[config.mk]
export PLATFORM = sky130hd
export DESIGN_NAME = cram_async_ctrl
export DESIGN_NICKNAME = d
export VERILOG_FILES = /design/src/rtl/cram_pkg.sv /design/src/rtl/cram_async_ctrl_phase_timer.sv /design/src/rtl/cram_async_ctrl.sv
export SDC_FILE = /design/constraint.sdc
export NUM_CORES = 1
export LEC_CHECK = 0
export CORE_ASPECT_RATIO = 0.75
export CORE_MARGIN = 1.5
export CORE_UTILIZATION = 50
export CTS_CLUSTER_SIZE = 25
export DETAILED_ROUTE_END_ITERATION = 12
export HOLD_SLACK_MARGIN = 0.15
export PLACE_DENSITY = 0.87
export SYNTH_ARGS = -nofsm -noshare
export SYNTH_HDL_FRONTEND = slang
export SYNTH_HIERARCHICAL = 1
export SYNTH_SLANG_ARGS = --single-unit
[constraint.sdc]
create_clock -name i_clk -period 5.25 [get_ports i_clk]
set_input_delay 1.05 -clock i_clk [delete_from_list [all_inputs] [get_ports i_clk]]
set_output_delay 1.05 -clock i_clk [all_outputs]
set_load 0.01 [all_outputs]
[src/rtl/cram_pkg.sv]
// Shared types and helpers for the asynchronous cellular-RAM controller.
package cram_pkg;

    localparam int CRAM_ADDR_W = 22;

    typedef enum logic [1:0] {
        IDLE,
        ADDR,
        ACCESS,
        RECOVER
    } cram_phase_t;

    // addr carries one spare MSB used as the die select on two-die builds
    typedef struct packed {
        logic                   write;
        logic                   cfg;
        logic [CRAM_ADDR_W:0]   addr;
        logic [15:0]            wdata;
        logic [1:0]             be;
    } cram_req_t;

    typedef struct packed {
        logic        ce0_n;
        logic        ce1_n;
        logic        adv_n;
        logic        oe_n;
        logic        we_n;
        logic        ub_n;
        logic        lb_n;
        logic        cre;
        logic        dq_oe;
        logic [5:0]  a;
        logic [15:0] dq_out;
    } cram_pins_t;

    localparam cram_pins_t PINS_IDLE = '{
        ce0_n: 1'b1, ce1_n: 1'b1, adv_n: 1'b1, oe_n: 1'b1, we_n: 1'b1,
        ub_n: 1'b1, lb_n: 1'b1, cre: 1'b0, dq_oe: 1'b0, a: 6'h00, dq_out: 16'h0000
    };

    function automatic int cnt_width(input int a, input int b, input int c, input int d);
        int m;
        m = a;
        if (b > m) m = b;
        if (c > m) m = c;
        if (d > m) m = d;
        return $clog2(m + 1);
    endfunction

endpackage

[src/rtl/cram_async_ctrl_phase_timer.sv]
// Loadable down-counter that times each controller phase; done when the count reaches zero.
module cram_phase_timer #(
    parameter int W = 3
) (
    input  logic         i_clk,
    input  logic         i_rst_n,
    input  logic         i_load,
    input  logic [W-1:0] i_load_val,
    output logic         o_done
);

    logic [W-1:0] r_count;

    always_ff @(posedge i_clk or negedge i_rst_n) begin
        if (!i_rst_n) begin
            r_count <= '0;
        end else if (i_load) begin
            r_count <= i_load_val;
        end else if (r_count != '0) begin
            r_count <= r_count - 1'b1;
        end
    end

    assign o_done = (r_count == '0);

endmodule

[src/rtl/cram_async_ctrl.sv]
// Asynchronous-mode CRAM controller: turns a valid/ready word request into
// ADV-latched read, write and CRE pin sequences for one or two dies.
module cram_async_ctrl
    import cram_pkg::*;
#(
    parameter int NUM_CHIPS       = 2,
    parameter int ADV_CYCLES      = 2,
    parameter int READ_CYCLES     = 6,
    parameter int WRITE_CYCLES    = 6,
    parameter int RECOVERY_CYCLES = 2,
    localparam int AW = CRAM_ADDR_W + $clog2(NUM_CHIPS)
) (
    input  logic          i_clk,
    input  logic          i_reset_n,
    input  logic          i_req_valid,
    output logic          o_req_ready,
    input  logic          i_req_write,
    input  logic          i_req_cfg,
    input  logic [AW-1:0] i_req_addr,
    input  logic [15:0]   i_req_wdata,
    input  logic [1:0]    i_req_be,
    output logic          o_rsp_valid,
    output logic [15:0]   o_rsp_rdata,
    output logic [15:0]   o_dq_out,
    output logic          o_dq_oe,
    input  logic [15:0]   i_dq_in,
    output logic [5:0]    o_cram_a,
    output logic          o_cram_clk,
    output logic          o_cram_adv_n,
    output logic          o_cram_cre,
    output logic          o_cram_ce0_n,
    output logic          o_cram_ce1_n,
    output logic          o_cram_oe_n,
    output logic          o_cram_we_n,
    output logic          o_cram_ub_n,
    output logic          o_cram_lb_n
);

    localparam int CW = cnt_width(ADV_CYCLES, READ_CYCLES, WRITE_CYCLES, RECOVERY_CYCLES);
    localparam logic [CW-1:0] ADV_LD = CW'(ADV_CYCLES - 1);
    localparam logic [CW-1:0] RD_LD  = CW'(READ_CYCLES - 1);
    localparam logic [CW-1:0] WR_LD  = CW'(WRITE_CYCLES - 1);
    localparam logic [CW-1:0] REC_LD = CW'(RECOVERY_CYCLES - 1);

    cram_phase_t   r_state;
    cram_phase_t   w_state_next;
    cram_req_t     r_req;
    cram_req_t     w_req_in;
    cram_req_t     w_req;
    cram_pins_t    r_pins;
    cram_pins_t    w_pins_next;
    logic          r_rsp_valid;
    logic [15:0]   r_rsp_rdata;
    logic          w_accept;
    logic          w_done;
    logic          w_load;
    logic [CW-1:0] w_load_val;
    logic          w_cs1;
    logic          w_access_done;

    cram_phase_timer #(.W(CW)) u_timer (
        .i_clk      (i_clk),
        .i_rst_n    (i_reset_n),
        .i_load     (w_load),
        .i_load_val (w_load_val),
        .o_done     (w_done)
    );

    assign w_accept      = i_req_valid && (r_state == IDLE);
    assign w_access_done = (r_state == ACCESS) && w_done;

    always_comb begin
        w_req_in       = '0;
        w_req_in.write = i_req_write;
        w_req_in.cfg   = i_req_cfg;
        w_req_in.addr  = (CRAM_ADDR_W + 1)'(i_req_addr);
        w_req_in.wdata = i_req_wdata;
        w_req_in.be    = i_req_be;
        w_req          = w_accept ? w_req_in : r_req;
    end

    always_comb begin
        w_state_next = r_state;
        w_load       = 1'b0;
        w_load_val   = '0;
        case (r_state)
            IDLE: begin
                if (w_accept) begin
                    w_state_next = ADDR;
                    w_load       = 1'b1;
                    w_load_val   = ADV_LD;
                end
            end
            ADDR: begin
                if (w_done) begin
                    w_state_next = ACCESS;
                    w_load       = 1'b1;
                    w_load_val   = r_req.write ? WR_LD : RD_LD;
                end
            end
            ACCESS: begin
                if (w_done) begin
                    w_state_next = RECOVER;
                    w_load       = 1'b1;
                    w_load_val   = REC_LD;
                end
            end
            RECOVER: begin
                if (w_done) begin
                    w_state_next = IDLE;
                end
            end
            default: w_state_next = IDLE;
        endcase
    end

    // Pins are computed from the upcoming phase and registered so they change cleanly on the edge
    always_comb begin
        w_cs1       = (NUM_CHIPS == 2) && w_req.addr[CRAM_ADDR_W];
        w_pins_next = PINS_IDLE;
        if (w_state_next == ADDR || w_state_next == ACCESS) begin
            if (w_cs1) begin
                w_pins_next.ce1_n = 1'b0;
            end else begin
                w_pins_next.ce0_n = 1'b0;
            end
            w_pins_next.cre = w_req.cfg;
            w_pins_next.a   = w_req.addr[21:16];
            {w_pins_next.ub_n, w_pins_next.lb_n} = w_req.write ? ~w_req.be : 2'b00;
            if (w_state_next == ADDR) begin
                w_pins_next.adv_n  = 1'b0;
                w_pins_next.dq_oe  = 1'b1;
                w_pins_next.dq_out = w_req.addr[15:0];
            end else if (w_req.write) begin
                w_pins_next.we_n   = 1'b0;
                w_pins_next.dq_oe  = 1'b1;
                w_pins_next.dq_out = w_req.wdata;
            end else begin
                w_pins_next.oe_n = 1'b0;
            end
        end
    end

    always_ff @(posedge i_clk or negedge i_reset_n) begin
        if (!i_reset_n) begin
            r_state     <= IDLE;
            r_req       <= '0;
            r_pins      <= PINS_IDLE;
            r_rsp_valid <= 1'b0;
            r_rsp_rdata <= '0;
        end else begin
            r_state     <= w_state_next;
            r_pins      <= w_pins_next;
            r_rsp_valid <= w_access_done;
            if (w_accept) begin
                r_req <= w_req_in;
            end
            if (w_access_done && !r_req.write) begin
                r_rsp_rdata <= i_dq_in;
            end
        end
    end

    assign o_req_ready  = (r_state == IDLE);
    assign o_rsp_valid  = r_rsp_valid;
    assign o_rsp_rdata  = r_rsp_rdata;
    assign o_dq_out     = r_pins.dq_out;
    assign o_dq_oe      = r_pins.dq_oe;
    assign o_cram_a     = r_pins.a;
    assign o_cram_clk   = 1'b0;
    assign o_cram_adv_n = r_pins.adv_n;
    assign o_cram_cre   = r_pins.cre;
    assign o_cram_ce0_n = r_pins.ce0_n;
    assign o_cram_ce1_n = r_pins.ce1_n;
    assign o_cram_oe_n  = r_pins.oe_n;
    assign o_cram_we_n  = r_pins.we_n;
    assign o_cram_ub_n  = r_pins.ub_n;
    assign o_cram_lb_n  = r_pins.lb_n;

endmodule

* Yosys cells after proc, flatten, opt, wreduce, memory -nomap -nowiden
Index checks and enable logic that the tools add are counted.
Storage, ports and cells: flip-flop bits (word level) 96, input bits 62, word-level logic and storage cells 63
Operators by class: $add $sub $neg 1, eq/ne operators 5, multiplexer cells 26, bitwise gates (word level) 1, reductions and logical operators 10
Operators by type and width (count):
- $mux W43 | 1
- $mux W16 | 2
- $mux W31 | 1
- $mux W2 | 6
- $mux W1 | 10
- $mux W3 | 3
- $pmux W3 S3 | 1
- $pmux W2 S4 | 1
- $eq A2 B2 Y1 const B | 3
- $eq A2 B1 Y1 const B | 2
- $logic_and A1 B1 Y1 | 3
- $logic_not A3 Y1 | 1
- $reduce_bool A3 Y1 | 1
- $sub A3 B1 Y3 const B | 1
- $logic_not A2 Y1 | 1
- $not A2 Y2 | 1
- $pmux W1 S2 | 1
- $reduce_bool A2 Y1 | 1
- $reduce_or A2 Y1 | 1
- $logic_not A1 Y1 | 1
- $logic_or A1 B1 Y1 | 1

* Logic depth before layout (Yosys ltp)
Gate-level depths: netlist of run 1.
depth in word-level cells 7, gate-level depth with buffers 13

* Modules after synthesis
Netlist of run 1, hierarchy kept.
Modules (own cells, without submodules):
- cram_async_ctrl | instances 1, cells an instance 276, area an instance 4050.1 sq um, sequential area each 2336.0 sq um
- cram_phase_timer | instances 1, cells an instance 21, area an instance 201.4 sq um, sequential area each 75.1 sq um

* Worst setup path after synthesis of run 1
No wires, ideal clock.
path kind input to register, start point input port i_req_valid, end point register r_pins, in the netlist o_dq_out[10], library setup time 132 ps, arrival 2924 ps, data required time 5118 ps, setup slack 2194 ps, stages on the path 11, path buffers 5, cells stage by stage and2_4 buf_6 buf_12 buf_6 o21ai_0 o21ai_0 ha_1 or2_2 buf_1 clkbuf_1 o2bb2ai_1
RTL lines:
- start: declaration | line cram_async_ctrl.sv:15 | input logic i_req_valid,
- end signal: assignment | line cram_async_ctrl.sv:153 | r_pins <= w_pins_next;
- end: declaration | line cram_async_ctrl.sv:50 | cram_pins_t r_pins;

==> results of run 1 <==
critical path, stage by stage:
cell	delay [ns]
sky130_fd_sc_hd__clkdlybuf4s50_1	0.73
sky130_fd_sc_hd__and2_4	0.30
sky130_fd_sc_hd__o21ai_0	0.13
sky130_fd_sc_hd__o21ai_0	0.19
sky130_fd_sc_hd__ha_1	0.54
sky130_fd_sc_hd__nor2_1	0.96
sky130_fd_sc_hd__o2bb2ai_1	0.21
sequential cells by signal, indices dropped and copies added, names as in the netlist, 2 cells and up:
register / flops
u_timer/r_count: 3
o_cram_a: 6
o_rsp_rdata: 16
o_dq_out: 16
r_state: 2
r_req: 43
final cells by class:
type	instances	area, um^2	share of cell area
Clock buffer	9	225	0.0399
Inverter	13	48.8	0.00864
Sequential cell	96	2410	0.427
Multi-Input combinational cell	170	1640	0.291
Clock inverter	6	68.8	0.0122
Tap cell	105	131	0.0233
Timing Repair Buffer	113	1120	0.198
cell families (layout without fill, tap and decap cells):
logic type | after synthesis | count (layout) | synth area share
adder cells (fa/ha/maj) | 9 | 9 | 0.0265
AND/OR/NAND/NOR | 52 | 52 | 0.0830
multiplexers | 57 | 57 | 0.187
other | 1 | 2 | 0.000882
buffers and inverters | 32 | 141 | 0.0477
flip-flops | 96 | 96 | 0.567
AO/OA/AOI/OAI | 50 | 50 | 0.0883
metal layers:
layer | wire, um | vias up
met4 | 97 | 0
li1 | - | 1288
met1 | 4200 | 1434
met3 | 684 | 10
met2 | 4360 | 106
met5 | 0 | -
cells in the mapped netlist, drive strengths merged (2+ instances only):
master	count
a21oi	3
a311o	2
a31oi	17
and2	2
and4	16
buf	10
clkbuf	9
dfrtp	89
dfstp	7
ha	9
inv	13
mux2	55
mux2i	2
nand2	8
nand2b	3
nor2	4
nor2b	10
nor3b	2
nor4b	2
o21ai	5
o22ai	2
o2bb2ai	16
or2	2
power breakdown:
| part | total [uW] | leakage (uW) | switching, uW | internal (uW) |
|---|---|---|---|---|
| clock | 644 | 0.000142 | 275 | 369 |
| sequential | 1280 | 0.00116 | 174 | 1100 |
| combinational | 1600 | 0.00117 | 743 | 854 |
final timing paths:
check / startpoint / end / slack (ns)
worst max-delay path: i_req_valid / o_dq_out[7]$_DFF_PN0_ / 1.39
worst min-delay path: r_req[31]$_DFF_PN0_ / r_req[31]$_DFF_PN0_ / 0.49
worst max register to register: r_state[1]$_DFF_PN0_ / o_dq_out[7]$_DFF_PN0_ / 1.86
worst min register to register: r_req[31]$_DFF_PN0_ / r_req[31]$_DFF_PN0_ / 0.49
max in group asynchronous: i_reset_n / u_timer/r_count[1]$_DFFE_PN0P_ / 3.47
min in group asynchronous: i_reset_n / o_dq_out[0]$_DFF_PN0_ / 0.65
through the flow:
| stage | area, um^2 | hold slack [ns] |
|---|---|---|
| 2_1_floorplan | 4260 | 0.463 |
| 3_3_place_gp | 5350 | 0.476 |
| 3_5_place_dp | 5350 | 0.482 |
| 4_1_cts | 5650 | 0.495 |
| 5_1_grt | 5650 | 0.507 |
| 6_report | 5650 | 0.495 |
==> Implementation_results.wiki, run 1 <==
{| class="wikitable"
! Metric !! Value
|-
| Leading cell types in the layout, fill and taps excluded || sky130_fd_sc_hd__clkdlybuf4s50_1, sky130_fd_sc_hd__dfrtp_1, sky130_fd_sc_hd__mux2_4
|-
| Class of the worst hold path || reg2reg
|-
| Count of input and output buffers || 110
|-
| Antenna-violating nets left || 0
|-
| Number of synthesized flops with an enable pin || 0
|-
| TritonCTS clock tree || done
|-
| Violation count after the first detailed-route iteration || 200
|-
| First-pass GRT wire length || 14900 um
|-
| Fin cells || 512
|-
| Data arrival time of the critical path || 4.12 ns
|-
| Most used routing layer || met2
|-
| Largest net degree at the start of global routing || 62
|-
| CTS resizes || 0
|-
| Detailed-route vias per instance || 5.54
|-
| Maximum buffer depth of the clock tree || 2
|-
| Final number of hold-violating endpoints || 0
|-
| Element type at the critical path start || primary input
|-
| Number of setup violations in the final report || 0
|-
| # fillers || 551
|-
| Post-CTS setup buffer count || 0
|-
| Max cap viols || 0
|-
| Inserted Diodes || 0
|-
| Leakage dissipation || 0.00247 uW
|-
| Maximum ir drop on the vdd rail || 0.332 mV
|-
| Final core utilization || 0.701
|-
| Count of pins over their slew limit || 0
|-
| Most frequent standard cell in the layout excluding fill and tap cells || sky130_fd_sc_hd__clkdlybuf4s50_1
|-
| Routed wire length per instance || 18.2 um
|-
| Horiz. Die Dim || 109 um
|-
| Clock network latency to the later pin of the worst-skew pair || 0.34 ns
|-
| Critical path peak fanout || 18
|-
| Run status || finished, final reports clean
|-
| Die Footprint || 9070 um^2
|-
| GR Layer Usage met3 || 0.0714
|-
| Synth Instances || 297
|-
| Initial antenna violation count || 0
|-
| Count of state elements after synthesis || 96
|-
| Cell accounting for the most synthesized area || sky130_fd_sc_hd__dfrtp_1
|-
| Max Freq || 259 MHz
|-
| Via count of the routed design || 2838
|-
| Main flop type after synthesis || sky130_fd_sc_hd__dfrtp_1
|-
| Register area share after synthesis || 0.567
|-
| Reg2Reg Depth || 8
|-
| Synth top area share || 0.524
|-
| Setup ws final || 1.39 ns
|-
| Worst setup slack after placement || 1.01 ns
|-
| Core area || 8060 um^2
|-
| Wire length reported by the detailed router || 9340 um
|-
| Overall routing resource usage || 0.214
|-
| Clock-pin slew of the registers on the worst-case setup and hold paths || 0.07 ns
|-
| Kind of end point of the critical path || register
|-
| Tot Pwr || 3520 uW
|-
| RD Place Congestion || 0.873
|-
| Hold Path Cell Cnt || 1
|-
| Post-Place Cells || 497
|-
| Number of nets in the layout || 474
|-
| Total power density per cell area || 623 nW/um^2
|-
| Number of sinks on the clock net || 96
|-
| Ranking of synthesized cells by area || sky130_fd_sc_hd__dfrtp_1, sky130_fd_sc_hd__mux2_4, sky130_fd_sc_hd__dfstp_2, sky130_fd_sc_hd__mux2_2, sky130_fd_sc_hd__and4_1
|-
| Overall die height || 82.9 um
|-
| Setup repair after global routing missed its margin || no
|-
| Hold_buf cts || 0
|-
| Num CTS Buffers || 9
|-
| Distinct cell type count after synthesis || 39
|-
| Count of standard-cell rows || 28
|-
| Async set-reset flop share out of synthesis || 1.00
|-
| Starting utilization of the core area || 0.528
|-
| Number of warnings printed during yosys synthesis || 6
|-
| Area growth syn-to-layout || 32.8%
|-
| IO Pins || 112
|-
| Ratio of cells with drive above 1 in the final layout || 0.216
|-
| Setup clock skew after layout || 0.0117 ns
|-
| Grt met2 use || 0.324
|-
| GRT met1 Usage || 0.298
|-
| Via count of the first global-routing pass || 2875
|-
| Final routed DRC violation total || 0
|-
| Placed wire-length estimate || 6190 um
|-
| Post-route fraction of the period consumed by the critical path || 0.735
|-
| Deepest level of the CTS H-tree || 3
|-
| Synthesized area divided by synthesized cell count || 14.3 um^2
|-
| Transition time at the pin with the least slew margin || 1.17 ns
|-
| Router iterations before antenna repair || 4
|-
| Summed negative setup slack over all endpoints || 0 ns
|-
| Time the worst path needs with I/O delays and setup || 3.86 ns
|-
| Total standard cell area after synthesis || 4250 um^2
|-
| Required time of the critical path || 5.51 ns
|-
| Overflow after GRT || 0
|-
| Root Buffer Master || sky130_fd_sc_hd__clkbuf_16
|-
| Max-slew headroom at the worst pin || 0.217
|-
| Worst Path Class, Setup || in2reg
|}
Note: power is estimated with default switching activity, not from simulation.
==> inputs of run 2 (changes only) <==
--- a/config.mk
+++ b/config.mk
@@ -7,11 +7,11 @@
 export LEC_CHECK = 0
 export CORE_ASPECT_RATIO = 0.75
 export CORE_MARGIN = 1.5
-export CORE_UTILIZATION = 50
+export CORE_UTILIZATION = 44
 export CTS_CLUSTER_SIZE = 25
 export DETAILED_ROUTE_END_ITERATION = 12
 export HOLD_SLACK_MARGIN = 0.15
-export PLACE_DENSITY = 0.87
+export PLACE_DENSITY = 0.81
 export SYNTH_ARGS = -nofsm -noshare
 export SYNTH_HDL_FRONTEND = slang
 export SYNTH_HIERARCHICAL = 1
==> constraint.sdc (replaced) <==
create_clock -name i_clk -period 3.1 [get_ports i_clk]
set_input_delay 0.62 -clock i_clk [delete_from_list [all_inputs] [get_ports i_clk]]
set_output_delay 0.62 -clock i_clk [all_outputs]
set_load 0.01 [all_outputs]
==> Implementation_results.wiki, run 2 (same netlist as run 1, synthesis figures left out) <==
{| class="wikitable"
! Metric !! Value
|-
| Run status || finished, final reports clean
|-
| Met3 Routed Length || 562 um (-18%)
|-
| Kind of end point of the critical path || output pin
|-
| Clock-pin slew of the registers on the worst-case setup and hold paths || 0.07 ns (about the same)
|-
| Area growth syn-to-layout || 35.1%
|-
| Count of standard-cell rows || 30 (+7.1%)
|-
| Overflow after GRT || 0 (unchanged)
|-
| Data arrival time of the critical path || 2.12 ns (-2.00 ns)
|-
| Tot Pwr || 6030 uW (+71%)
|-
| Sequential cell fraction of total power || 0.349 (-0.014)
|-
| Hold_buf cts || 0 (unchanged)
|-
| Post-place instance area || 5440 um^2 (+1.5%)
|-
| TritonCTS clock tree || done
|-
| Leading cell types in the layout, fill and taps excluded || sky130_fd_sc_hd__clkdlybuf4s50_1, sky130_fd_sc_hd__dfrtp_1, sky130_fd_sc_hd__mux2_4
|-
| Fin area || 5740 um^2 (+1.7%)
|-
| Root Buffer Master || sky130_fd_sc_hd__clkbuf_16
|-
| Core area || 9230 um^2 (+15%)
|-
| Clk network pwr share || 0.185 (+0.002)
|-
| Setup clock skew after layout || 0.0100 ns (-0.00165 ns)
|-
| First-pass GRT wire length || 14900 um (+0.28%)
|-
| Summed negative setup slack over all endpoints || 0 ns (unchanged)
|-
| Placed wire-length estimate || 6240 um (+0.75%)
|-
| Num CTS Buffers || 9 (unchanged)
|-
| Starting utilization of the core area || 0.460 (-0.0672)
|-
| Metal2 WL || 4300 um (-1.3%)
|-
| Die Footprint || 10300 um^2 (+13%)
|-
| Number of flip-flops under the largest register name || 43 (unchanged)
|-
| Element type at the critical path start || register
|-
| Uppermost routed layer || met4
|-
| Number of nets in the layout || 481 (+1.5%)
|-
| Min Hold Slack || 0.289 ns (-0.206 ns)
|-
| Switching fraction of total power || 0.332 (-0.00655)
|-
| Metal1 wirelength || 4240 um (+1.0%)
|-
| Register bank with the most flops || r_req
|-
| Horiz. Die Dim || 117 um (+6.4%)
|-
| Final routed DRC violation total || 0 (unchanged)
|-
| Worst Path Class, Setup || reg2out
|-
| Total power density per cell area || 1050 nW/um^2 (+69%)
|-
| Leakage dissipation || 0.00251 uW (+1.6%)
|-
| IO Pins || 112 (unchanged)
|-
| Inserted Diodes || 0 (unchanged)
|-
| Largest net degree at the start of global routing || 48 (-23%)
|-
| Max Freq || 366 MHz
|-
| Maximum buffer depth of the clock tree || 2 (unchanged)
|-
| RD Place Congestion || 0.812 (-7.1%)
|-
| Worst setup slack after placement || 0.428 ns (-0.581 ns)
|-
| Setup repair after global routing missed its margin || no
|-
| Most frequent standard cell in the layout excluding fill and tap cells || sky130_fd_sc_hd__clkdlybuf4s50_1
|-
| Router iterations before antenna repair || 4 (unchanged)
|-
| Switching power || 2000 uW (+68%)
|-
| Count of input and output buffers || 110 (unchanged)
|-
| CTS resizes || 0 (unchanged)
|-
| Initial antenna violation count || 0 (unchanged)
|-
| Max-slew headroom at the worst pin || 0.352 (+0.135)
|-
| Post-route fraction of the period consumed by the critical path || 0.882
|-
| Deepest level of the CTS H-tree || 3 (unchanged)
|-
| Clock network latency to the later pin of the worst-skew pair || 0.34 ns (about the same)
|-
| Critical path peak fanout || 13 (-5)
|-
| Logic pwr share || 0.466 (+0.012)
|-
| Via count of the first global-routing pass || 2952 (+2.7%)
|-
| Antenna-violating nets left || 0 (unchanged)
|-
| Max cap viols || 0 (unchanged)
|-
| Violation count after the first detailed-route iteration || 209 (+4.5%)
|-
| Setup ws final || 0.365 ns (-1.03 ns)
|-
| Ratio of cells with drive above 1 in the final layout || 0.229 (+0.0127)
|-
| Wire length reported by the detailed router || 9180 um (-1.7%)
|-
| Post-CTS setup buffer count || 0 (unchanged)
|-
| Number of sinks on the clock net || 96 (unchanged)
|-
| Number of setup violations in the final report || 0 (unchanged)
|-
| Maximum ir drop on the vdd rail || 0.760 mV (+130%)
|-
| Transition time at the pin with the least slew margin || 0.971 ns (-0.199 ns)
|-
| Count of pins over their slew limit || 0 (unchanged)
|-
| Detailed-route vias per instance || 5.11 (-7.8%)
|-
| Final number of hold-violating endpoints || 0 (unchanged)
|-
| Overall routing resource usage || 0.190 (-0.0233)
|-
| Internal Power || 4020 uW (+73%)
|-
| Via count of the routed design || 2775 (-2.2%)
|-
| Overall die height || 88.1 um (+6.4%)
|-
| Required time of the critical path || 2.48 ns (-3.03 ns)
|-
| Routed wire length per instance || 16.9 um (-7.3%)
|-
| Time the worst path needs with I/O delays and setup || 2.74 ns
|-
| Class of the worst hold path || in2async
|}
run 2: critical path: stages, from the launching register on:
cell	delay (ns)
sky130_fd_sc_hd__dfrtp_1	0.45
sky130_fd_sc_hd__inv_1	0.13
sky130_fd_sc_hd__ha_1	0.44
sky130_fd_sc_hd__buf_4	0.23
sky130_fd_sc_hd__clkdlybuf4s50_1	0.54
run 2: metrics by stage:
step           utilization  std cells
3_3_place_gp         0.589        527
5_1_grt              0.622        543
3_5_place_dp         0.589        527
2_1_floorplan            -        298
4_1_cts              0.622        543
6_report             0.622        543
run 2: path summary, 6_finish.rpt:
kind                                                 from                         end  slack (ns)  cells past startpoint
max                                  r_state[0]$_DFF_PN0_                 o_req_ready        0.36                      4
min reg2reg                           r_req[36]$_DFF_PN0_         r_req[36]$_DFF_PN0_        0.49                      1
min in group i_clk                    r_req[36]$_DFF_PN0_         r_req[36]$_DFF_PN0_        0.49                      1
min                                             i_reset_n          r_req[3]$_DFF_PN0_        0.29                      1
max reg2reg                u_timer/r_count[0]$_DFFE_PN0P_      o_dq_out[11]$_DFF_PN0_        0.41                     10
max in group asynchronous                       i_reset_n  o_rsp_rdata[3]$_DFFE_PN0P_        2.01                      2
run 2: power groups by stage:
stage	registers (uW)	logic (uW)	clock network [uW]
CTS	2100	2840	1140
detailed placement	2110	2820	0
global placement	2100	2720	0
finish	2100	2810	1110
global route	2160	3050	1200
floorplan	2190	1740	0
run 2: layout make-up:
type	instances	area [um^2]
Tap cell	128	160
Timing Repair Buffer	120	1170
Sequential cell	96	2410
Fill cell	741	3490
Inverter	13	48.8
Clock buffer	11	243
Clock inverter	5	63.8
Multi-Input combinational cell	170	1640
run 2: layer usage:
layer  GRT usage  up-vias
met5           0        -
li1            -     1297
met1       0.258     1384
met3      0.0609       10
met4      0.0499        0
met2       0.298       84
==> inputs of run 3 (changes only) <==
--- a/config.mk
+++ b/config.mk
@@ -11,7 +11,7 @@
 export CTS_CLUSTER_SIZE = 25
 export DETAILED_ROUTE_END_ITERATION = 12
 export HOLD_SLACK_MARGIN = 0.15
-export PLACE_DENSITY = 0.81
+export PLACE_DENSITY = 0.73
 export SYNTH_ARGS = -nofsm -noshare
 export SYNTH_HDL_FRONTEND = slang
 export SYNTH_HIERARCHICAL = 1
==> Implementation_results.wiki, run 3 (same netlist as run 1, synthesis figures left out) <==
{| class="wikitable"
! Metric !! Value
|-
| Critical path cell sequence || inv_1, ha_1, nand2b_1, inv_1, o21ba_2, o22ai_1, o21ai_0, ha_1, buf_4, nor2_1, buf_4, o2bb2ai_1
|-
| Maximum ir drop on the vdd rail || 0.455 mV (-40%)
|-
| Critical path peak fanout || 16 (+3)
|-
| Count of standard-cell rows || 30 (unchanged)
|-
| Transition time at the pin with the least slew margin || 0.978 ns (+0.00630 ns)
|-
| Routed wire length per instance || 17.5 um (+3.6%)
|-
| Max Freq || 376 MHz (+2.9%)
|-
| Total power density per cell area || 1070 nW/um^2 (+2.2%)
|-
| Post-Place Cells || 525 (-0.38%)
|-
| RD Place Congestion || 0.784 (-3.5%)
|-
| Detailed-route vias per instance || 5.15 (+0.73%)
|-
| TritonCTS clock tree || done
|-
| Switching power || 2030 uW (+1.1%)
|-
| Class of the worst hold path || in2async
|-
| Via count of the first global-routing pass || 2944 (-0.27%)
|-
| Final number of hold-violating endpoints || 0 (unchanged)
|-
| Setup clock skew after layout || 0.00782 ns (-0.00222 ns)
|-
| Num CTS Buffers || 9 (unchanged)
|-
| Register bank with the most flops || r_req
|-
| Post-CTS setup buffer count || 0 (unchanged)
|-
| Core area || 9230 um^2 (unchanged)
|-
| Starting utilization of the core area || 0.460 (unchanged)
|-
| Fin cells || 541 (-0.37%)
|-
| Router iterations before antenna repair || 4 (unchanged)
|-
| Number of flip-flops under the largest register name || 43 (unchanged)
|-
| Required time of the critical path || 3.36 ns (+0.88 ns)
|-
| Initial antenna violation count || 0 (unchanged)
|-
| Clock-pin slew of the registers on the worst-case setup and hold paths || 0.07 ns (about the same)
|-
| Post-place instance area || 5430 um^2 (about the same)
|-
| Switching fraction of total power || 0.327 (-0.00595)
|-
| Antenna-violating nets left || 0 (unchanged)
|-
| Internal Power || 4180 uW (+3.9%)
|-
| CTS resizes || 0 (unchanged)
|-
| Number of setup violations in the final report || 0 (unchanged)
|-
| IO Pins || 112 (unchanged)
|-
| Sequential cell fraction of total power || 0.340 (-0.009)
|-
| Overall die height || 88.1 um (unchanged)
|-
| Post-route fraction of the period consumed by the critical path || 0.857 (-0.0250)
|-
| Run status || finished, final reports clean
|-
| Time the worst path needs with I/O delays and setup || 2.66 ns (-0.0776 ns)
|-
| Count of input and output buffers || 110 (unchanged)
|-
| Setup repair after global routing missed its margin || no
|-
| CP max-delay cell || sky130_fd_sc_hd__dfrtp_1
|-
| Leading cell types in the layout, fill and taps excluded || sky130_fd_sc_hd__clkdlybuf4s50_1, sky130_fd_sc_hd__dfrtp_1, sky130_fd_sc_hd__mux2_4
|-
| Fin area || 5790 um^2 (+0.78%)
|-
| Logic pwr share || 0.452 (-0.014)
|-
| Area growth syn-to-layout || 36.1%
|-
| Leakage dissipation || 0.00253 uW (+0.69%)
|-
| Violation count after the first detailed-route iteration || 131 (-37%)
|-
| Worst Path Class, Setup || reg2reg
|-
| Summed negative setup slack over all endpoints || 0 ns (unchanged)
|-
| Final routed DRC violation total || 0 (unchanged)
|-
| Clk network pwr share || 0.208 (+0.023)
|-
| Overall routing resource usage || 0.199 (+0.00834)
|-
| Overflow after GRT || 0 (unchanged)
|-
| Clock network latency to the later pin of the worst-skew pair || 0.35 ns (about the same)
|-
| Largest delay share family, worst path || compound AO/OA/AOI/OAI gates
|-
| Most frequent standard cell in the layout excluding fill and tap cells || sky130_fd_sc_hd__clkdlybuf4s50_1
|-
| Die Footprint || 10300 um^2 (unchanged)
|-
| # fillers || 729 (-1.6%)
|-
| Horiz. Die Dim || 117 um (unchanged)
|-
| Ratio of cells with drive above 1 in the final layout || 0.228 (-0.00131)
|-
| Max cap viols || 0 (unchanged)
|-
| Count of buffer and inverter cells on the critical path || 4 (+1)
|-
| Via count of the routed design || 2785 (+0.36%)
|-
| Wire length reported by the detailed router || 9480 um (+3.3%)
|-
| Data arrival time of the critical path || 2.92 ns (+0.80 ns)
|-
| Max-slew headroom at the worst pin || 0.348 (-0.00420)
|-
| Placed wire-length estimate || 6330 um (+1.5%)
|-
| Number of sinks on the clock net || 96 (unchanged)
|-
| Count of pins over their slew limit || 0 (unchanged)
|-
| Root Buffer Master || sky130_fd_sc_hd__clkbuf_16
|-
| Inserted Diodes || 0 (unchanged)
|-
| Element type at the critical path start || register
|-
| First-pass GRT wire length || 15100 um (+1.1%)
|-
| CP max stage delay || 0.35 ns (-0.19 ns)
|-
| Maximum buffer depth of the clock tree || 2 (unchanged)
|-
| Hold_buf cts || 0 (unchanged)
|-
| Largest net degree at the start of global routing || 52 (+8.3%)
|-
| Kind of end point of the critical path || register
|-
| Deepest level of the CTS H-tree || 3 (unchanged)
|-
| Number of nets in the layout || 479 (-0.42%)
|}
[run 3: changes by cell type in the layout (fill, tap and decap cells not counted), sizes merged]
cell,before,now
buf,11,9
bufinv,1,3
clkbuf,11,10
clkinv,2,1
[run 3: area by class of cell]
class | count | area [um^2] | area share
flip-flops and latches | 96 | 2410 | 0.417
well taps | 128 | 160 | 0.0277
multi-input cells | 170 | 1640 | 0.284
clock inverters | 6 | 115 | 0.0199
repair buffers | 118 | 1170 | 0.202
clock buffers | 10 | 239 | 0.0413
inverters | 13 | 48.8 | 0.00843
[run 3: final timing paths]
path | start | endpoint | slack (ns) | cells past startpoint
min in group i_clk | r_req[21]$_DFF_PN0_ | r_req[21]$_DFF_PN0_ | 0.50 | 1
min reg2reg | r_req[21]$_DFF_PN0_ | r_req[21]$_DFF_PN0_ | 0.50 | 1
max reg2reg | u_timer/r_count[0]$_DFFE_PN0P_ | o_dq_out[1]$_DFF_PN0_ | 0.44 | 12
max in group asynchronous | i_reset_n | o_cram_lb_n$_DFF_PN1_ | 2.10 | 2
max | u_timer/r_count[0]$_DFFE_PN0P_ | o_dq_out[1]$_DFF_PN0_ | 0.44 | 12
min | i_reset_n | o_dq_out[0]$_DFF_PN0_ | 0.27 | 1
[run 3: layer usage]
layer,part of all wire,vias up,global-route usage
met4,0.013,0,0.0732
met3,0.058,9,0.0637
met1,0.46,1418,0.270
met5,0,-,0
met2,0.47,63,0.301
li1,-,1295,-
[run 3: through the flow]
| stage | total power, uW | setup WS, ns | util | hold WS [ns] |
|---|---|---|---|---|
| after floorplan | 3930 | 0.264 | - | 0.324 |
| after global placement | 4840 | 0.361 | 0.588 | 0.477 |
| after detailed placement | 4930 | 0.273 | 0.588 | 0.479 |
| after CTS | 6270 | 0.445 | 0.627 | 0.295 |
| after global routing | 6590 | 0.206 | 0.627 | 0.324 |
| final | 6210 | 0.442 | 0.627 | 0.274 |
[run 3: power by group through the flow]
| stage | Sequential (uW) | Combinational [uW] | Clock [uW] |
|---|---|---|---|
| floorplan | 2190 | 1740 | 0 |
| global placement | 2100 | 2740 | 0 |
| detailed placement | 2120 | 2810 | 0 |
| CTS | 2110 | 2840 | 1320 |
| global route | 2170 | 3050 | 1370 |
| finish | 2110 | 2810 | 1290 |
==> edit 1, RTL diff (flow settings as in run 3) <==
Add an input register stage for `i_req_cfg`, cleared by the reset; this delays it by one clock. The other inputs are not delayed to match.
--- a/src/rtl/cram_async_ctrl.sv
+++ b/src/rtl/cram_async_ctrl.sv
@@ -43,4 +43,14 @@
     localparam logic [CW-1:0] REC_LD = CW'(RECOVERY_CYCLES - 1);
 
+    logic i_req_cfg_q;
+
+    always_ff @(posedge i_clk or negedge i_reset_n) begin
+        if (!i_reset_n) begin
+            i_req_cfg_q <= '0;
+        end else begin
+            i_req_cfg_q <= i_req_cfg;
+        end
+    end
+
     cram_phase_t   r_state;
     cram_phase_t   w_state_next;
@@ -73,5 +83,5 @@
         w_req_in       = '0;
         w_req_in.write = i_req_write;
-        w_req_in.cfg   = i_req_cfg;
+        w_req_in.cfg   = i_req_cfg_q;
         w_req_in.addr  = (CRAM_ADDR_W + 1)'(i_req_addr);
         w_req_in.wdata = i_req_wdata;
Check against the original RTL: not equivalent (a bounded check fails within 4 cycles, from zero or initial values and one cycle with i_reset_n low).
==> edit 1 against run 3 <==
  * Sequential cell count rose by 1
  * Die area fell by 2.3%
  * Core utilization fell by 0.83 points
  * Setup slack improved by 2.6 ps
  * Clock skew fell by 0.89 ps
  * Area after synthesis fell by 2.4%
  * Cell area fell by 2.5%
  * Via count fell by 1.4%
  * Sequential power rose by 2%
  * Final cell count rose by 0.18%
  * Power fell by 6.5%
  * Routed wire length fell by 6.5%
  * First-iteration DRC count rose by 24%
  * Critical endpoint is now o_dq_out[10]$_DFF_PN0_
  * Largest cell class unchanged
==> edit 1: results <==
group,metric,value,unit
routing,detail_route.iter0.violations,162,
global_route,grt_start_max_net_pins,98,
synth,netlist_top_cells_area,"dfrtp_1, mux2_2, dfstp_2, mux2_4, and4_1",
global_route,grt_pass1_wl,14300,um
critical_path,timing.reg2reg.worst_path_depth,10,
critical_path,signal_arrival_time_at_the_worst_endpoint,2910,ps
sta,worst_pin_slew,735,ps
synth,post_synth_mux_area_share,16.3,%
placed_design,dpl-instance-area,5340,um^2
outcome,outcome,"completed",
final_layout,finish.net_count,481,
synth,synth_adder_area_share,3.02,%
routing,via_count,2747,
placed_design,dp_slack,397,ps
critical_path,crit_path_top_delay_cell,"or2_2",
power,power_switching_share,33.5,%
final_layout,proportion_of_layout_cells_with_a_drive_suffix_above_1,22.2,%
critical_path,critPathMaxStageDelay,470,ps
synth,netlist-cell-type-count,40,
power,worst_ir_drop_vdd,468,uV
global_route,grt_util_all_layers,18.6,%
placed_design,dp_hpwl,5840,um
sta,clock-skew-final,6.93,ps
final_layout,fill_cells,721,
synth,ys_seq_area_share,58.7,%
synth,yosys-top-cells-count,"dfrtp_1, mux2_2, a31oi_1",
power,p_leak,0.00241,uW
-- edit 1: power groups by stage --
stage               combinational [uW]  sequential [uW]  clock (uW)
floorplan                         1550             2200           0
global route                      2800             2200        1200
CTS                               2580             2150        1130
global placement                  2490             2150           0
detailed placement                2560             2160           0
finish                            2550             2150        1110
-- edit 1: final cells by class --
cell class	count	area (um^2)	share of cell area, %
Inverter	13	48.8	0.865
Multi-Input combinational cell	171	1540	27.2
Clock buffer	11	233	4.13
Clock inverter	5	63.8	1.13
Tap cell	128	160	2.84
Timing Repair Buffer	117	1160	20.6
Sequential cell	97	2440	43.2
-- edit 1: worst paths after layout --
check	startpoint	to	slack, ps
max in group asynchronous	i_reset_n	o_cram_we_n$_DFF_PN1_	2390
min in group i_clk	r_req[37]$_DFF_PN0_	r_req[37]$_DFF_PN0_	490
setup / recovery	u_timer/r_count[0]$_DFFE_PN0P_	o_dq_out[10]$_DFF_PN0_	440
hold reg to reg	r_req[37]$_DFF_PN0_	r_req[37]$_DFF_PN0_	490
setup reg to reg	u_timer/r_count[0]$_DFFE_PN0P_	o_dq_out[10]$_DFF_PN0_	440
hold / removal	i_reset_n	r_req[18]$_DFF_PN0_	330
-- edit 1: per-stage QoR --
stage / hold slack (ps) / std cells / total power, uW
after detailed placement: 477 / 526 / 4720
final: 331 / 542 / 5810
after global routing: 378 / 542 / 6200
after global placement: 472 / 526 / 4640
after floorplan: 324 / 300 / 3740
after CTS: 352 / 542 / 5860
-- edit 1: per-layer routing --
layer	GRT usage, %	wire length [um]
met5	0	0
met3	5.92	539
met2	29.0	4070
met4	4.71	68
met1	25.6	4190
==> edit 2, RTL diff (flow settings as in run 3) <==
Made on the original files. `READ_CYCLES`: 6 -> 8.
--- a/src/rtl/cram_async_ctrl.sv
+++ b/src/rtl/cram_async_ctrl.sv
@@ -6,5 +6,5 @@
     parameter int NUM_CHIPS       = 2,
     parameter int ADV_CYCLES      = 2,
-    parameter int READ_CYCLES     = 6,
+    parameter int READ_CYCLES     = 8,
     parameter int WRITE_CYCLES    = 6,
     parameter int RECOVERY_CYCLES = 2,
Check against the original RTL: not equivalent (a bounded check fails within 10 cycles, from zero or initial values and one cycle with i_reset_n low).
==> edit 2 against run 3 <==
  * Routed wire length is 3.2% lower
  * Cell area is 1.6% lower
  * Sequential cell count grew 1
  * Hold slack got worse by 15 ps
  * Setup slack got worse by 66 ps
  * Power is 3.6% lower
  * Area after synthesis down 0.35%
  * Register-to-register slack got worse by 20 ps
  * Critical path type is now flop to output pin
  * Largest cell class unchanged
  * Largest power group unchanged
==> edit 2: results <==
group,metric,value,unit
routing,via_count,2808,
routing,wl_met1,4070,um
critical_path,critPathMaxStageDelay,540,ps
routing,routed_wire_length_per_instance,16.9,um
global_route,first_global_vias,2907,
sta,worst_pin_slew,789,ps
sta,clock-skew-final,9.50,ps
placed_design,dp_slack,264,ps
critical_path,critical_path.reg2reg.endpoint,"o_dq_out[2]$_DFF_PN0_",
critical_path,signal_arrival_time_at_the_worst_endpoint,2100,ps
routing,detail_route.iter0.violations,124,
global_route,grt_pass1_wl,14500,um
critical_path,critical-path-top-delay-family,"buffers and inverters",
placed_design,dpl-instance-area,5420,um^2
synth,netlist-cell-type-count,40,
synth,netlist_top_cells_area,"dfrtp_1, mux2_4, mux2_2, dfstp_2, and4_1",
outcome,outcome,"completed",
sta,final.hold.worst_slack,258,ps
global_route,grt_util_all_layers,18.9,%
synth,synthesis.instances,299,
critical_path,cp_max_fo,13,
critical_path,timing.reg2reg.worst_path_depth,9,
placed_design,count_of_placed_standard_cells_including_taps,526,
power,worst_ir_drop_vdd,500,uV
final_layout,fill_cells,736,
power,p_leak,0.00244,uW
placed_design,gp_congestion,0.829,
synth,ys_seq_area_share,57.5,%
global_route,globalRouteMet3Util,7.27,%
critical_path,crit_path_top_delay_cell,"clkdlybuf4s50_1",
critical_path,setup.reg_to_reg.worst_slack,420,ps
final_layout,proportion_of_layout_cells_with_a_drive_suffix_above_1,23.2,%
sta,timing.fmax,367,MHz
edit 2: changes by cell type after synthesis, sizes merged, moves of 2 or more:
cell,delta
o21ai,+3
nor3,+3
nor4b,-2
nand2,+3
nor3b,+2
nor2b,-2
clkbuf,+2
inv,-2
edit 2: how the worst max path moves through the flow:
stage / from / end
2_1_floorplan: r_state[0]$_DFF_PN0_ / o_dq_out[10]$_DFF_PN0_
3_3_place_gp: i_req_valid / o_cram_a[0]$_DFF_PN0_
3_5_place_dp: i_req_valid / o_dq_out[2]$_DFF_PN0_
4_1_cts: r_state[0]$_DFF_PN0_ / o_req_ready
5_1_grt: u_timer/r_count[0]$_DFFE_PN0P_ / o_dq_out[14]$_DFF_PN0_
6_report: r_state[0]$_DFF_PN0_ / o_req_ready
edit 2: kinds of logic after synthesis:
logic type | Yosys count | share of synthesized area (%)
other | 1 | 0.0885
multiplexers | 59 | 18.3
flip-flops | 97 | 57.5
XOR/XNOR | 1 | 0.207
adder cells (fa/ha/maj) | 8 | 2.36
buffers and inverters | 31 | 4.64
AO/OA/AOI/OAI | 51 | 8.86
AND/OR/NAND/NOR | 51 | 8.00
edit 2: worst reg2reg max path, cell delays in order, from the launching register on:
cell and delay, ps:
dfrtp_1 370, inv_1 110, ha_1 230, nor3b_4 380, o21ba_2 230, o22ai_1 130
o21ai_0 160, ha_1 340, or2_2 450, o2bb2ai_1 210
edit 2: cell type report:
class                      instances  area, um^2  share of cell area [%]
clock buffer                      10         239                    4.20
clock inverter                     6        41.3                   0.725
inverter                          11        41.3                   0.725
multi-input combinational        172        1610                    28.2
sequential                        97        2440                    42.8
tap                              128         160                    2.81
timing repair buffer             118        1170                    20.6
edit 2: power breakdown:
group	switching (uW)	total, uW	internal (uW)
combinational	1350	2850	1490
sequential	231	2100	1870
clock	472	1040	565
total	2060	5980	3930
